`config.mk`:
```
export PLATFORM = sky130hd
export DESIGN_NAME = ps2_receiver_flat
export DESIGN_NICKNAME = d
export VERILOG_FILES = /design/src/rtl/ps2_receiver_pkg.sv /design/src/rtl/ps2_receiver_if.sv /design/src/rtl/ps2_receiver_sync_edge.sv /design/src/rtl/ps2_receiver.sv /design/src/flat_wrapper.sv
export SDC_FILE = /design/constraint.sdc
export NUM_CORES = 1
export LEC_CHECK = 0
export CORE_MARGIN = 5
export CORE_UTILIZATION = 58
export DETAILED_ROUTE_END_ITERATION = 12
export PLACE_DENSITY = 0.78
export SLEW_MARGIN = 20
export SYNTH_ARGS = -nofsm -noshare
export SYNTH_HDL_FRONTEND = slang
export SYNTH_SLANG_ARGS = --single-unit
```
`constraint.sdc`:
```
create_clock -name clk -period 2.6 [get_ports clk]
set_input_delay 0.26 -clock clk [delete_from_list [all_inputs] [get_ports clk]]
set_output_delay 0.26 -clock clk [all_outputs]
set_load 0.01 [all_outputs]
```
`src/rtl/ps2_receiver_pkg.sv`:
```
// Shared constants, state encoding and frame-check helper for the PS/2 receiver.
package ps2_pkg;

  localparam int         PS2_FRAME_BITS   = 11;
  localparam logic [7:0] PS2_EXT_PREFIX   = 8'hE0;
  localparam logic [7:0] PS2_BREAK_PREFIX = 8'hF0;

  typedef enum logic [1:0] {
    IDLE  = 2'd0,
    SHIFT = 2'd1,
    CHECK = 2'd2
  } ps2_state_e;

  // Frame layout (LSB first): [0] start, [8:1] data, [9] odd parity, [10] stop.
  // A frame is good when start is 0, stop is 1 and data plus parity hold an
  // odd number of ones.
  function automatic logic ps2_frame_ok(input logic [PS2_FRAME_BITS-1:0] frame);
    return (frame[0] == 1'b0) && (^frame[9:1] == 1'b1) && (frame[10] == 1'b1);
  endfunction

endpackage

```
`src/rtl/ps2_receiver_if.sv`:
```
// Scancode delivery bus between the PS/2 receiver and the scancode decoder.
interface ps2_receiver_if;

  logic [7:0] scancode;      // last delivered code, held until next delivery
  logic       flag;          // one-cycle pulse: make code on scancode
  logic       release_pulse; // one-cycle pulse: break code on scancode
  logic       ext;           // code on scancode was preceded by E0
  logic       frame_err;     // one-cycle pulse: start/parity/stop/timeout failure

  modport master (
    output scancode,
    output flag,
    output release_pulse,
    output ext,
    output frame_err
  );

  modport slave (
    input scancode,
    input flag,
    input release_pulse,
    input ext,
    input frame_err
  );

endinterface

```
`src/rtl/ps2_receiver_sync_edge.sv`:
```
// Two-flop synchronizers for the raw PS/2 pins plus a registered falling-edge
// detector on the keyboard clock. fall_o is a one-cycle pulse and data_s_o is
// the synchronized data bit registered alongside it.
module ps2_sync_edge (
  input  logic clk,
  input  logic reset,
  input  logic ps2_clk_i,
  input  logic ps2_data_i,
  output logic fall_o,
  output logic data_s_o
);

  logic clk_meta_q;
  logic clk_sync_q;
  logic clk_prev_q;
  logic data_meta_q;
  logic data_sync_q;
  logic fall_q;
  logic data_q;

  // Synchronize both pins, remember previous clock level, register edge + data.
  // Flops reset to 1 so an idle bus never produces a spurious edge.
  always_ff @(posedge clk) begin
    if (reset) begin
      clk_meta_q  <= 1'b1;
      clk_sync_q  <= 1'b1;
      clk_prev_q  <= 1'b1;
      data_meta_q <= 1'b1;
      data_sync_q <= 1'b1;
      fall_q      <= 1'b0;
      data_q      <= 1'b1;
    end else begin
      clk_meta_q  <= ps2_clk_i;
      clk_sync_q  <= clk_meta_q;
      clk_prev_q  <= clk_sync_q;
      data_meta_q <= ps2_data_i;
      data_sync_q <= data_meta_q;
      fall_q      <= clk_prev_q & ~clk_sync_q;
      data_q      <= data_sync_q;
    end
  end

  assign fall_o   = fall_q;
  assign data_s_o = data_q;

endmodule

```
`src/rtl/ps2_receiver.sv`:
```
// PS/2 keyboard frame receiver. Collects 11-bit frames, validates start,
// parity and stop, folds E0/F0 prefix bytes into the ext/release qualifiers
// and delivers one scancode per key event.
module ps2_receiver
  import ps2_pkg::*;
#(
  parameter int TIMEOUT_CYCLES = 50000
) (
  input  logic           clk,
  input  logic           reset,
  input  logic           ps2_clk,
  input  logic           ps2_data,
  ps2_receiver_if.master kb
);

  localparam int             TW       = $clog2(TIMEOUT_CYCLES + 1);
  localparam int             BW       = $clog2(PS2_FRAME_BITS);
  localparam logic [TW-1:0]  TO_LIMIT = TW'(TIMEOUT_CYCLES);
  localparam logic [BW-1:0]  LAST_BIT = BW'(PS2_FRAME_BITS - 1);

  logic fall;
  logic data_s;

  ps2_sync_edge u_sync (
    .clk        (clk),
    .reset      (reset),
    .ps2_clk_i  (ps2_clk),
    .ps2_data_i (ps2_data),
    .fall_o     (fall),
    .data_s_o   (data_s)
  );

  ps2_state_e                state_q;
  logic [PS2_FRAME_BITS-1:0] shift_q;
  logic [BW-1:0]             bit_cnt_q;
  logic [TW-1:0]             to_cnt_q;
  logic                      pend_ext_q;
  logic                      pend_brk_q;
  logic                      evt_pend_q;   // sample event that landed during CHECK
  logic                      evt_data_q;
  logic [7:0]                scancode_q;
  logic                      flag_q;
  logic                      rel_q;
  logic                      ext_q;
  logic                      err_q;

  logic                      sample_d;
  logic                      sample_bit_d;
  logic [7:0]                byte_d;

  // Merge a live sample event with one deferred from the CHECK cycle.
  always_comb begin
    sample_d     = fall | evt_pend_q;
    sample_bit_d = evt_pend_q ? evt_data_q : data_s;
    byte_d       = shift_q[8:1];
  end

  // Receiver FSM: frame assembly, timeout abort, frame evaluation and outputs.
  always_ff @(posedge clk) begin
    if (reset) begin
      state_q    <= IDLE;
      shift_q    <= '0;
      bit_cnt_q  <= '0;
      to_cnt_q   <= '0;
      pend_ext_q <= 1'b0;
      pend_brk_q <= 1'b0;
      evt_pend_q <= 1'b0;
      evt_data_q <= 1'b1;
      scancode_q <= 8'h00;
      flag_q     <= 1'b0;
      rel_q      <= 1'b0;
      ext_q      <= 1'b0;
      err_q      <= 1'b0;
    end else begin
      flag_q     <= 1'b0;
      rel_q      <= 1'b0;
      err_q      <= 1'b0;
      evt_pend_q <= 1'b0;

      case (state_q)
        IDLE: begin
          to_cnt_q <= '0;
          // A high bit here is a glitch or lost start bit: ignore quietly.
          if (sample_d && !sample_bit_d) begin
            shift_q   <= {sample_bit_d, shift_q[PS2_FRAME_BITS-1:1]};
            bit_cnt_q <= BW'(1);
            state_q   <= SHIFT;
          end
        end

        SHIFT: begin
          // A sample event beats a simultaneous timeout.
          if (fall) begin
            shift_q  <= {data_s, shift_q[PS2_FRAME_BITS-1:1]};
            to_cnt_q <= '0;
            if (bit_cnt_q == LAST_BIT) begin
              state_q <= CHECK;
            end else begin
              bit_cnt_q <= bit_cnt_q + BW'(1);
            end
          end else if (to_cnt_q == TO_LIMIT) begin
            err_q      <= 1'b1;
            pend_ext_q <= 1'b0;
            pend_brk_q <= 1'b0;
            to_cnt_q   <= '0;
            state_q    <= IDLE;
          end else begin
            to_cnt_q <= to_cnt_q + TW'(1);
          end
        end

        CHECK: begin
          state_q <= IDLE;
          if (fall) begin
            evt_pend_q <= 1'b1;
            evt_data_q <= data_s;
          end
          if (!ps2_frame_ok(shift_q)) begin
            err_q      <= 1'b1;
            pend_ext_q <= 1'b0;
            pend_brk_q <= 1'b0;
          end else if (byte_d == PS2_EXT_PREFIX) begin
            pend_ext_q <= 1'b1;
          end else if (byte_d == PS2_BREAK_PREFIX) begin
            pend_brk_q <= 1'b1;
          end else begin
            scancode_q <= byte_d;
            ext_q      <= pend_ext_q;
            rel_q      <= pend_brk_q;
            flag_q     <= !pend_brk_q;
            pend_ext_q <= 1'b0;
            pend_brk_q <= 1'b0;
          end
        end

        default: state_q <= IDLE;
      endcase
    end
  end

  assign kb.scancode      = scancode_q;
  assign kb.flag          = flag_q;
  assign kb.release_pulse = rel_q;
  assign kb.ext           = ext_q;
  assign kb.frame_err     = err_q;

endmodule

```
`src/flat_wrapper.sv`:
```
// flat-port wrapper written by rule: the top's interface ports become plain ports
module ps2_receiver_flat import ps2_pkg::*;
#(
  parameter int TIMEOUT_CYCLES = 50000
)
  (clk, reset, ps2_clk, ps2_data, kb_scancode, kb_flag, kb_release_pulse, kb_ext, kb_frame_err);
  ps2_receiver_if kb_i ();
  input  logic clk;
  input  logic reset;
  input  logic ps2_clk;
  input  logic ps2_data;
  output wire logic [$bits(kb_i.scancode)-1:0] kb_scancode;
  output wire logic [$bits(kb_i.flag)-1:0] kb_flag;
  output wire logic [$bits(kb_i.release_pulse)-1:0] kb_release_pulse;
  output wire logic [$bits(kb_i.ext)-1:0] kb_ext;
  output wire logic [$bits(kb_i.frame_err)-1:0] kb_frame_err;
  assign kb_scancode = kb_i.scancode;
  assign kb_flag = kb_i.flag;
  assign kb_release_pulse = kb_i.release_pulse;
  assign kb_ext = kb_i.ext;
  assign kb_frame_err = kb_i.frame_err;
  ps2_receiver #(.TIMEOUT_CYCLES(TIMEOUT_CYCLES)) u_core (.clk(clk), .reset(reset), .ps2_clk(ps2_clk), .ps2_data(ps2_data), .kb(kb_i));
endmodule
```
# Word level (Yosys, flattened, before mapping)
# Cells that the tools add are included.
# classes
reduce_logical,18
div,0
addsub,2
n_lt_le_gt_ge,0
n_eq_ne,15
muxes,31
mul,0
shift,0
n_bitwise,8
# ops
operator,n
$mux 16,2
$pmux 16 s2,1
$mux 11,2
$pmux 11 s2,1
$add 16x1->16 const B,1
$eq 16x16->1 const B,1
$eq 8x8->1 const B,2
$reduce_and 4->1,4
$mux 1,13
$mux 4,3
$reduce_xor 9->1,1
$mux 2,4
$pmux 4 s2,1
$ne 2x2->1 const B,3
$ne 3x2->1 const B,2
$not 1->1,6
$pmux 1 s2,3
$reduce_and 3->1,2
$reduce_or 5->1,1
$add 4x1->4 const B,1
$eq 4x4->1 const B,1
$ne 2x1->1 const B,2
$ne 4x4->1 const B,1
$pmux 2 s2,1
11 further kinds,15
# word_totals
latch_bits,0
ff_bits,56
n_memories,0
ram_bits,0
wordCells,94
romBits,0
output_inout_bits,12

# Logic depth before layout (Yosys ltp)
# depth
word_depth,5
ltp_mapped,9
depth_no_buf,7

# Cells and area by module
# A second synthesis with hierarchy kept.
# unflattened
cells_unflattened,302
area_unflattened_um2,2715.1
# by_module_without_submodules
module,area_each_um2,instances,cells_each
ps2_receiver,2529.9,1,288
ps2_sync_edge,185.2,1,14

# Least setup slack after synthesis
# No wires, ideal clock.
# synth_path
path_type,reg2reg
from,register u_core.shift_q[5]
to,register u_core.scancode_q[0] (netlist: u_core.kb.scancode[0])
stages_incl_launch_ff,9
setup_ns,0.128
arrival_ns,1.963
path_slack_ns,0.509
path_cell_list,dfxtp_1 inv_1 ha_1 xnor3_1 xnor2_1 nor3_1 buf_2 mux2i_1 nor2_1
# synth_via
elab_chain_len,4
# synth_rtl
item,line_no,text
"start, declared",ps2_receiver.sv:34,logic [PS2_FRAME_BITS-1:0] shift_q;
"start signal, assigned",ps2_receiver.sv:85,"shift_q <= {sample_bit_d, shift_q[PS2_FRAME_BITS-1:1]};"
"start signal, assigned",ps2_receiver.sv:94,"shift_q <= {data_s, shift_q[PS2_FRAME_BITS-1:1]};"
$reduce_xor 9->1,ps2_receiver_pkg.sv:18,return (frame[0] == 1'b0) && (^frame[9:1] == 1'b1) && (frame[10] == 1'b1);
$logic_and 1x1->1 (2 in a row),ps2_receiver_pkg.sv:18,
$reduce_and 4->1 (no source line) *,n/a,
"end signal, assigned",ps2_receiver.sv:127,scancode_q <= byte_d;
"end, declared",ps2_receiver.sv:41,logic [7:0] scancode_q;
# Every way passes the cells marked *; elsewhere a longest branch is shown, timed or not.
# A chain may end at the register's enable or synchronous reset.

# Worst setup path in the final report
# layout_path
from,register u_core.to_cnt_q[11]
to,register u_core.to_cnt_q[11]
# layout_via
elab_chain_len,4
# layout_rtl
item,line_no,text
"start, declared",ps2_receiver.sv:36,logic [TW-1:0] to_cnt_q;
"start signal, assigned",ps2_receiver.sv:108,to_cnt_q <= to_cnt_q + TW'(1);
$add 16x1->16 / $eq 16x16->1 (equally long branches),"ps2_receiver.sv:108, ps2_receiver.sv:101",
$mux 16 *,ps2_receiver.sv:101,end else if (to_cnt_q == TO_LIMIT) begin
$mux 16 *,ps2_receiver.sv:93,if (fall) begin
$pmux 16 s2 *,ps2_receiver.sv:80,case (state_q)
# Marked as above.

==> results_dict.tcl <==
set metrics [dict create \
    finalClockSkew_ns 0.00387 \
    yosys_warnings 0 \
    viasPerCell 5.79 \
    wirelength_um 5120 \
    cpLargestDelayFamily "simple AND/OR/NAND/NOR gates" \
    vias 2100 \
    start_kind "register" \
    drtIter0Drc 131 \
    slew_viol_final 0 \
    tightest_slew_ns 0.617 \
    maxCapViolations 0 \
    dp_slack_ns 0.390 \
    die_w_um 77.3 \
    async_flop_share 0 \
    cellPowerDensity_mw_per_mm2 509 \
    cp-end-kind "register" \
    routabilityCongestion 0.974 \
    antenna_found_initial 0 \
    synth_top_area_share 0.426 \
    grt_pass1_wl_um 9240 \
    synth_top_flop_cell "dfxtp_1" \
    period_needed_ns 2.25 \
    grt.overflow.total 0 \
    clockBufferDepth 2 \
    synth.yosys.seq_area_share 0.426 \
    yosys.area.top_type "dfxtp_1" \
    worstPathMaxFanout 9 \
    avgSynthCellArea_um2 8.97 \
    tritoncts "built" \
    drc 0 \
    p_leak_nw 1.04 \
    synthCells 293 \
    rows 24 \
    synth_edf_count 0 \
    ys_types 50 \
    netlist_area_mm2 0.00263 \
    r2r-start "u_core.to_cnt_q[11]" \
    diodes 0 \
    period_share 0.864 \
    required_ns 2.79 \
    syn-num-nets 309 \
    ios 16 \
    final_core_util 0.668 \
    grt_pass1_vias 2043 \
    cpPeakStageDelay_ns 0.55 \
    initial_utilization 0.600 \
    rsz0062_at_grt "no" \
    fmax_mhz 445 \
    final_area_mm2 0.00293 \
    crit_arrival_ns 2.43 \
    cts_resized 0 \
    area_growth_pct 11.3 \
    final_common_cell "dfxtp_1" \
    critPathMostFrequentCell "nor2_1" \
    htree_levels 2 \
    cts_root_buffer "clkbuf_8" \
    core-area_mm2 0.00438 \
    min_path_type "register to register" \
    cts_sinks 56 \
    cts_buffers 5 \
    min_from "u_core.u_sync.clk_prev_q" \
    io_buffer_count 15 \
    fin_hold_ws_ns 0.413 \
    track_usage 0.187 \
    final_cell_mix "dfxtp_1, nor2_1, nand2_1, inv_1, a21oi_1" \
    die-height_um 77.3 \
    post_drt_wl_per_cell_um 14.1 \
    fin_ws_ns 0.354 \
    outcome "finished, final reports clean" \
    drt_pass1_iterations 4 \
    drt.antenna.violating_nets 0 \
    drive_gt1_frac 0.106 \
    critPathBufInv 0 \
    die-area_mm2 0.00598 \
    critical_path_class "register to register" \
    crit_chain "or4_4 -> nor4_4 -> nor2_1 -> o21ai_0 -> nor2_1" \
    synthTopCellsByArea "dfxtp_1, ha_1, nor2_1" \
    setup_violations 0 \
    ir_drop_mv 0.406 \
    cts_hold_buf 0 \
    nets 326 \
    dpl_cell_area_mm2 0.00284 \
    tns_ns 0 \
    grt_max_degree 44 \
    hpwl_um 3680 \
    max_slew_margin 0.589 \
    clk_latency_ns 0.31 \
    cpMaxStageDelayCell "or4_4" \
    hold_violations 0 \
    cp-startpoint "u_core.to_cnt_q[11]" \
    cts_setup_buffers 0 \
    cts.reportedPaths.clkPinSlew_ns 0.09 \
    ys_ff_latch 56 \
]
[final timing paths]
kind                           to  slack [ns]  cells after the start
max           u_core.to_cnt_q[11]        0.35                      5
min reg2reg  u_core.u_sync.fall_o        0.41                      2
min          u_core.u_sync.fall_o        0.41                      2
max reg2reg   u_core.to_cnt_q[11]        0.35                      5
[worst min-delay path: cells and delay by family, from the launching register on]
kind,cells,cell delay [ns]
flops,1,0.31
buf+inv,1,0.04
simple gates,1,0.03
[kinds of logic (layout without fill, tap and decap cells)]
group | after synthesis | count (layout) | share of synthesized area
AO/OA/AOI/OAI | 52 | 52 | 0.136
XOR/XNOR | 9 | 9 | 0.0352
buffers and inverters | 30 | 48 | 0.0514
AND/OR/NAND/NOR | 120 | 120 | 0.240
multiplexers | 14 | 14 | 0.0533
adder cells (fa/ha/maj) | 12 | 12 | 0.0571
flip-flops | 56 | 56 | 0.426
[where the power goes]
group	total [mW]	internal [mW]	switching [mW]
Combinational	0.141	0.0498	0.0915
Sequential	0.877	0.868	0.00887
Clock	0.472	0.192	0.280
[synth_stat cells, drive strengths merged (2+ instances only)]
cell	instances
or4	2
a22o	3
or2	8
a22oi	3
xnor2	2
nand3	12
inv	17
o221a	2
nand2b	2
and3	3
or2b	2
nand2	18
nor4	3
nor3	11
nand4	5
clkbuf	6
ha	12
nor3b	3
mux2i	14
dfxtp	56
buf	7
a311oi	5
o21ai	5
nor2	38
o211ai	2
xor2	6
a211oi	5
a21oi	17
a31oi	5
and4	2
and2	3
[metrics by stage]
step / cells / total power, mW
floorplan: 293 / 1.01
global placement: 355 / 1.04
detailed placement: 355 / 1.04
CTS: 363 / 1.50
global route: 363 / 1.56
finish: 363 / 1.49
[final cells by class]
cell class | instances | area, µm²
repair buffers | 23 | 210
fillers | 350 | 1460
clock buffers | 6 | 72.6
inverters | 17 | 63.8
clock inverters | 2 | 16.3
multi-input cells | 207 | 1380
flip-flops and latches | 56 | 1120
well taps | 52 | 65.1
[per-layer routing]
metal / track usage / vias to the layer above / part of all wire
met4: 0.0636 / 0 / 0.020
met2: 0.307 / 43 / 0.48
li1: - / 1066 / -
met1: 0.237 / 979 / 0.46
met5: 0 / - / 0
met3: 0.0504 / 12 / 0.045
[state kept, by name, summed over array words and instances, names as in the netlist]
signal,count
u_core.bit_cnt_q,4
u_core.evt_data_q,1
u_core.evt_pend_q,1
u_core.kb.ext,1
u_core.kb.flag,1
u_core.kb.frame_err,1
u_core.kb.release_pulse,1
u_core.kb.scancode,8
u_core.pend_brk_q,1
u_core.pend_ext_q,1
u_core.shift_q,11
u_core.state_q,2
u_core.to_cnt_q,16
u_core.u_sync.clk_meta_q,1
u_core.u_sync.clk_prev_q,1
u_core.u_sync.clk_sync_q,1
u_core.u_sync.data_meta_q,1
u_core.u_sync.data_s_o,1
u_core.u_sync.data_sync_q,1
u_core.u_sync.fall_o,1
Power figures use the tool's default switching activity.
